## src/rtl/counter_sched.sv

```systemverilog
// counter_sched: shares one external free-running up-counter among N requesters.
//
// A requester raises req[i] with a terminal count on len[i*W +: W]. Requests are
// arbitrated round-robin. The winner is granted, the counter is cleared for one
// cycle and then enabled until count equals the latched length. A one-cycle done
// pulse then goes to the owner. Dropping req while running aborts the slot with
// no done.
//
// Ports:
//   clk      rising-edge clock
//   rst      synchronous reset, active-low
//   req      per-requester request level, held until done or abort
//   len      per-requester terminal count, requester i at bits [i*W +: W]
//   gnt      one-hot grant, registered; zero when idle
//   done     one-cycle completion pulse to the owner, registered
//   busy     high whenever a slot is in progress
//   cnt_clr  active-high clear to the counter, also held high during reset
//   cnt_en   counter enable
//   count    counter value, registered inside the counter
module counter_sched #(
    parameter int unsigned N = 4,
    parameter int unsigned W = 4
) (
    input  logic           clk,
    input  logic           rst,
    input  logic [N-1:0]   req,
    input  logic [N*W-1:0] len,
    output logic [N-1:0]   gnt,
    output logic [N-1:0]   done,
    output logic           busy,
    output logic           cnt_clr,
    output logic           cnt_en,
    input  logic [W-1:0]   count
);

    localparam int unsigned IdxW = (N > 1) ? $clog2(N) : 1;

    typedef enum logic [1:0] {StIdle, StClear, StRun, StDone} state_e;

    state_e            state_q, state_d;
    logic [IdxW-1:0]   idx_q, idx_d;
    logic [IdxW-1:0]   rr_q, rr_d;
    logic [W-1:0]      len_q, len_d;
    logic [N-1:0]      gnt_q, gnt_d;
    logic [N-1:0]      done_q, done_d;

    // Round-robin pick: first set request at or above rr_q, wrapping modulo N.
    logic              found;
    logic [IdxW-1:0]   pick;
    logic [W-1:0]      pick_len;
    int unsigned       cand;

    always_comb begin
        found    = 1'b0;
        pick     = '0;
        pick_len = '0;
        cand     = 0;
        for (int unsigned i = 0; i < N; i++) begin
            cand = (32'(rr_q) + i) % N;
            if (!found && req[cand[IdxW-1:0]]) begin
                found    = 1'b1;
                pick     = cand[IdxW-1:0];
                pick_len = W'(len >> (cand * W));
            end
        end
    end

    logic [IdxW-1:0] idx_inc;
    assign idx_inc = (32'(idx_q) == N - 1) ? '0 : idx_q + 1'b1;

    logic at_term;
    assign at_term = (count == len_q);

    always_comb begin
        state_d = state_q;
        idx_d   = idx_q;
        rr_d    = rr_q;
        len_d   = len_q;
        gnt_d   = gnt_q;
        done_d  = '0;
        cnt_en  = 1'b0;
        cnt_clr = !rst;
        busy    = (state_q != StIdle);

        unique case (state_q)
            StIdle: begin
                if (found) begin
                    state_d = StClear;
                    idx_d   = pick;
                    len_d   = pick_len;
                    gnt_d   = N'(1) << pick;
                end
            end
            StClear: begin
                cnt_clr = 1'b1;
                state_d = StRun;
            end
            StRun: begin
                // Gating on at_term stops the counter exactly at len_q, never wrapping.
                cnt_en = req[idx_q] && !at_term;
                if (at_term) begin
                    state_d = StDone;
                    done_d  = gnt_q;
                end else if (!req[idx_q]) begin
                    state_d = StIdle;
                    gnt_d   = '0;
                    rr_d    = idx_inc;
                end
            end
            StDone: begin
                state_d = StIdle;
                gnt_d   = '0;
                rr_d    = idx_inc;
            end
            default: begin
                state_d = StIdle;
                gnt_d   = '0;
            end
        endcase
    end

    always_ff @(posedge clk) begin
        if (!rst) begin
            state_q <= StIdle;
            idx_q   <= '0;
            rr_q    <= '0;
            len_q   <= '0;
            gnt_q   <= '0;
            done_q  <= '0;
        end else begin
            state_q <= state_d;
            idx_q   <= idx_d;
            rr_q    <= rr_d;
            len_q   <= len_d;
            gnt_q   <= gnt_d;
            done_q  <= done_d;
        end
    end

    assign gnt  = gnt_q;
    assign done = done_q;

endmodule

```

## config.mk

```make
export PLATFORM = sky130hd
export DESIGN_NAME = counter_sched
export DESIGN_NICKNAME = d
export VERILOG_FILES = /design/src/rtl/counter_sched.sv
export SDC_FILE = /design/constraint.sdc
export NUM_CORES = 1
export LEC_CHECK = 0
export BUFFER_PORTS_ARGS = -buffer_cell sky130_fd_sc_hd__buf_2
export CELL_PAD_IN_SITES_DETAIL_PLACEMENT = 1
export CELL_PAD_IN_SITES_GLOBAL_PLACEMENT = 1
export CORE_AREA = 8 8 57 94
export DETAILED_ROUTE_END_ITERATION = 6
export DIE_AREA = 0 0 65 102
export HOLD_SLACK_MARGIN = 0.03
export PLACE_DENSITY_LB_ADDON = 0.1
export REMOVE_ABC_BUFFERS = 1
export SLEW_MARGIN = 10
export SYNTH_ARGS = -nofsm -noshare
export SYNTH_HDL_FRONTEND = slang
export SYNTH_SLANG_ARGS = --single-unit
```

## constraint.sdc

```tcl
create_clock -name clk -period 2.4 [get_ports clk]
set_clock_uncertainty 0.2 [all_clocks]
set_input_delay 0 -clock clk [delete_from_list [all_inputs] [get_ports clk]]
set_output_delay 0 -clock clk [all_outputs]
set_load 0.01 [all_outputs]
```

==> results of run 1 <==
-- sequential cells by signal, summed over array words and instances (netlist names) --
| signal | cells |
|---|---|
| rr_q | 2 |
| gnt | 4 |
| done | 4 |
| state_q | 2 |
| len_q | 4 |
| idx_q | 2 |
-- final timing paths --
kind,start,end,slack [ns],depth (start not counted)
max,rr_q[1],len_q[0],0.21,6
min reg2reg,gnt[0],gnt[0],0.27,2
max reg2reg,rr_q[1],len_q[0],0.21,6
min,len[9],len_q[1],0.02,5
-- cell usage in the layout, fill, tap and decap left out, drive strengths merged, types with 2 or more instances in the layout --
cell / instances
nand3: 5
nor3b: 4
dfxtp: 18
a21boi: 4
mux2i: 7
o211ai: 2
a211oi: 4
mux2: 7
or2b: 3
or2: 2
nand2b: 3
o21ai: 16
nand2: 18
a22oi: 2
and3b: 2
inv: 3
a21oi: 6
o2bb2ai: 2
o21bai: 3
a32oi: 2
dlygate4sd3: 13
xnor2: 4
and2: 6
nor2: 11
buf: 42
nand4: 3
a31oi: 5
nor2b: 8
clkbuf: 3
nor4: 3
mux4: 3
-- timing repair --
action | CTS | global route
resized for setup | 0 | 1
hold endpoints to repair | 14 | 0
hold buffers | 13 | 0
setup endpoints to repair | 0 | 1
-- layout make-up --
cell class,instances,area share
flip-flops and latches,18,0.190
clock buffers,3,0.0217
repair buffers,55,0.187
inverters,3,0.00591
multi-input cells,152,0.564
well taps,49,0.0322
-- power breakdown --
part           switching, mW  internal [mW]
registers             0.0283          0.326
clock network          0.103          0.112
logic                  0.188          0.166
total                  0.319          0.604
-- per-layer routing --
metal | GRT usage | vias up | routed length, um
li1 | - | 778 | -
met1 | 0.157 | 779 | 1840
met2 | 0.310 | 44 | 2830
met3 | 0.0274 | 9 | 229
met4 | 0.0828 | 0 | 146
met5 | 0 | - | 0
-- worst max-delay path: cells and delay by family (launching register included) --
family	cells	cell delay, ns
buffers and inverters	1	0.55
flip-flops	1	0.60
AND/OR/NAND/NOR	3	0.60
AO/OA/AOI/OAI	2	0.17
-- cell families after synthesis --
logic type	count (synthesis)	share of synthesized area
buffers and inverters	16	0.0622
and+or+nand+nor	75	0.282
muxes	17	0.142
adders and majority gates	1	0.00818
xor gates and xnor gates	4	0.0229
DFF	18	0.236
AOI/OAI and AO/OA	55	0.248
==> metrics.csv, run 1 <==
metric,value,unit
outcome,"finished, final reports clean",
fmax,456,MHz
cell area power density,485,mW/mm2
post-route cell area,0.00190,mm2
Layout Cells excl Fill,280,
DR vias/cell,5.75,
Top Ports,37,
cts bufs inserted,3,
Final setup viols,0,
vias in the first global route,1766,
Die Y,102,um
Hold WS,0.0248,ns
CP endpoint kind,register,
CTS tree,done,
largest net degree at the start of global routing,19,
Mapped Area,0.00153,mm2
drt wl/cell,18.0,um
iteration-0 DRC count of the detailed router,38,
nets,260,
Worst EP arrival,2.19,ns
post-placement cell area,0.00173,mm2
fin crit share,0.914,
Fin. Hold Viols,0,
Max IR drop VDD,0.302,mV
"EDFF count, synth",0,
Fin Setup TNS,0,ns
Least-Margin Pin Slew,0.447,ns
H-tree depth,1,
first-pass GRT wire length,8450,um
placed cells,264,
RSZ-0062 raised after global routing,false,
sequential fraction of the synthesis area,0.236,
ys flop type,dfxtp_1,
leading area contributor after synthesis,dfxtp_1,
CP required,2.40,ns
Layout area overhead,24.6,%
Root Buffer Master,clkbuf_8,
die footprint,0.00663,mm2
Mapped Avg Cell Area,8.22,um2
Lkg Pwr,0.733,nW
RePlAce Congestion,0.826,
final WL,5050,um
type of the worst min-delay path,primary input to register,
initial antenna violation count,0,
Max Buffers Root-to-Sink,2,
sequential cell area,362,um2
Power Total,0.923,mW
Final Max Slew Viols,0,
multi-input logic area,0.00107,mm2
Synth Instances,186,
Post-synth ARST share,0,
post-place setup slack,0.348,ns
synth warn,0,
CP Class,register to register,
DRC violations left,0,
Critical Path Max Stage Delay,0.60,ns
FP Rows,31,
detailed placement HPWL,4000,um
post-layout util,0.468,
total grt overflow,0,
Core Region,0.00407,mm2
synth top area cells,"dfxtp_1 (24%), o21ai_0 (5.2%), mux2_2 (5.2%)",
minimum clock period,2.19,ns
GRT Util Overall,0.161,
Fillers,528,
I/O Buffers,36,
worst-skew pair later-pin latency,0.26,ns
Ant. Diodes,0,
crit-path cells,"nor2b_1, nand4_1, nand3_1, dlygate4sd3_1, a211oi_1, a21oi_1",
Yosys top cell area share,0.236,
most frequent cells after synthesis,"dfxtp_1 (18), nand2_1 (18), o21ai_0 (16)",
ratio of cells with drive above 1 in the final layout,0.277,
First-pass DRT Iterations,6,
Yosys reg bits,18,
max-cap violations,0,
Worst slew margin,0.699,
Detail Route Antenna Nets,0,
CP max-delay cell,dfxtp_1,
CP startpoint kind,register,
worst setup margin,0.206,ns
crit-path max FO,13,
Initial Utilization,0.375,
Setup Buffers After CTS,0,
Unique masters post-synth,53,
via count,1610,
Die Span X,65,um
Worst-path clk slew,0.07,ns
# clock sinks,18,
Note: power is estimated with default switching activity, not from simulation.
==> inputs of run 2 (changes only) <==
--- a/config.mk
+++ b/config.mk
@@ -6,13 +6,11 @@
 export NUM_CORES = 1
 export LEC_CHECK = 0
 export BUFFER_PORTS_ARGS = -buffer_cell sky130_fd_sc_hd__buf_2
-export CELL_PAD_IN_SITES_DETAIL_PLACEMENT = 1
-export CELL_PAD_IN_SITES_GLOBAL_PLACEMENT = 1
-export CORE_AREA = 8 8 57 94
+export CORE_AREA = 8 8 50 83
 export DETAILED_ROUTE_END_ITERATION = 6
-export DIE_AREA = 0 0 65 102
+export DIE_AREA = 0 0 58 91
 export HOLD_SLACK_MARGIN = 0.03
-export PLACE_DENSITY_LB_ADDON = 0.1
+export PLACE_DENSITY = 0.76
 export REMOVE_ABC_BUFFERS = 1
 export SLEW_MARGIN = 10
 export SYNTH_ARGS = -nofsm -noshare
==> metrics.csv, run 2 (synthesis gave the netlist of run 1 again) <==
metric,value,unit
outcome,"finished, final reports clean",
FP Rows,27,
iteration-0 DRC count of the detailed router,65,
Setup Buffers After CTS,0,
ratio of cells with drive above 1 in the final layout,0.268,
Combinational Power Share,0.369,
worst setup margin,0.0790,ns
switching power total,0.312,mW
Worst EP arrival,2.32,ns
Detail Route Antenna Nets,0,
final WL,4270,um
Power Total,0.958,mW
Worst slew margin,0.633,
via count,1586,
internal power,0.646,mW
crit-path max FO,16,
fmax,431,MHz
Lkg Pwr,0.770,nW
cts bufs inserted,3,
most frequent cells in the layout,"buf_2 (36), dlygate4sd3_1 (20), nand2_1 (18), dfxtp_1 (18), o21ai_0 (16)",
CP endpoint kind,register,
Fin Setup TNS,0,ns
type of the worst min-delay path,primary input to register,
placed cells,244,
Fillers,276,
cell area power density,488,mW/mm2
post-placement cell area,0.00171,mm2
post-route cell area,0.00196,mm2
# clock sinks,18,
CP Class,register to register,
"commonest non-fill, non-tap cell in the layout",buf_2,
die footprint,0.00528,mm2
Hold WS,0.0314,ns
Initial Utilization,0.503,
Core Region,0.00304,mm2
Root Buffer Master,clkbuf_8,
DR vias/cell,5.92,
Switching Share,0.326,
Die Span X,58,um
Max IR drop VDD,0.343,mV
Ant. Diodes,0,
Die Y,91,um
total grt overflow,0,
nets,267,
clock network power share,0.264,
worst-skew pair later-pin latency,0.26,ns
vias in the first global route,1660,
H-tree depth,1,
Least-Margin Pin Slew,0.549,ns
Layout Cells excl Fill,268,
RSZ-0062 raised after global routing,false,
Final setup viols,0,
Max Buffers Root-to-Sink,2,
CTS tree,done,
CP required,2.40,ns
largest net degree at the start of global routing,19,
Top Ports,37,
I/O Buffers,36,
initial antenna violation count,0,
DRC violations left,0,
Resized cells post-CTS,0,
detailed placement HPWL,3140,um
CP startpoint kind,register,
post-place setup slack,0.436,ns
Worst-path clk slew,0.07,ns
First-pass DRT Iterations,4,
Final Max Slew Viols,0,
Layout area overhead,28.3,%
minimum clock period,2.32,ns
Fin. Hold Viols,0,
first-pass GRT wire length,7250,um
fin crit share,0.967,
max-cap violations,0,
Sequential Power Share,0.367,
GRT Util Overall,0.166,
post-layout util,0.645,
drt wl/cell,15.9,um
RePlAce Congestion,0.809,
number of hold buffers added after CTS,20,
-- run 2: cell types whose count changed in the layout (fill, tap and decap cells not counted) --
cell / delta
dfxtp_2: -1
dlygate4sd3_1: +7
clkbuf_8: +1
dfxtp_1: +1
-- run 2: worst max-delay path: stages (launching register included) --
cell and delay [ns]:
dfxtp_1 0.57, buf_4 0.30, and2_1 0.25, nand4_1 0.12
nand3_1 0.08, dlygate4sd3_1 0.56, a211oi_1 0.06, a21oi_1 0.12
-- run 2: final cells by class --
class | instances | area [um2] | share of cell area
Sequential cell | 18 | 360 | 0.184
Inverter | 3 | 11.3 | 0.00574
Multi-Input combinational cell | 152 | 1070 | 0.547
Clock buffer | 4 | 55.1 | 0.0281
Timing Repair Buffer | 62 | 425 | 0.217
Tap cell | 29 | 36.3 | 0.0185
-- run 2: routing by layer --
metal,share of wire,up-vias,track usage
li1,-,793,-
met1,0.39,723,0.170
met2,0.51,58,0.300
met3,0.057,12,0.0367
met4,0.036,0,0.0802
met5,0,-,0
-- run 2: power by group through the flow --
stage / combinational, mW / clock, mW / sequential, mW
after floorplan: 0.196 / 0 / 0.364
after global placement: 0.312 / 0 / 0.357
after detailed placement: 0.315 / 0 / 0.358
after CTS: 0.350 / 0.255 / 0.352
after global routing: 0.385 / 0.272 / 0.356
final: 0.353 / 0.253 / 0.352
-- run 2: path summary, 6_finish.rpt --
check	slack [ns]	from	depth (start not counted)	to
max	0.08	rr_q[0]	7	len_q[0]
min	0.03	len[9]	5	len_q[1]
max reg2reg	0.08	rr_q[0]	7	len_q[0]
min reg2reg	0.26	gnt[0]	2	gnt[0]
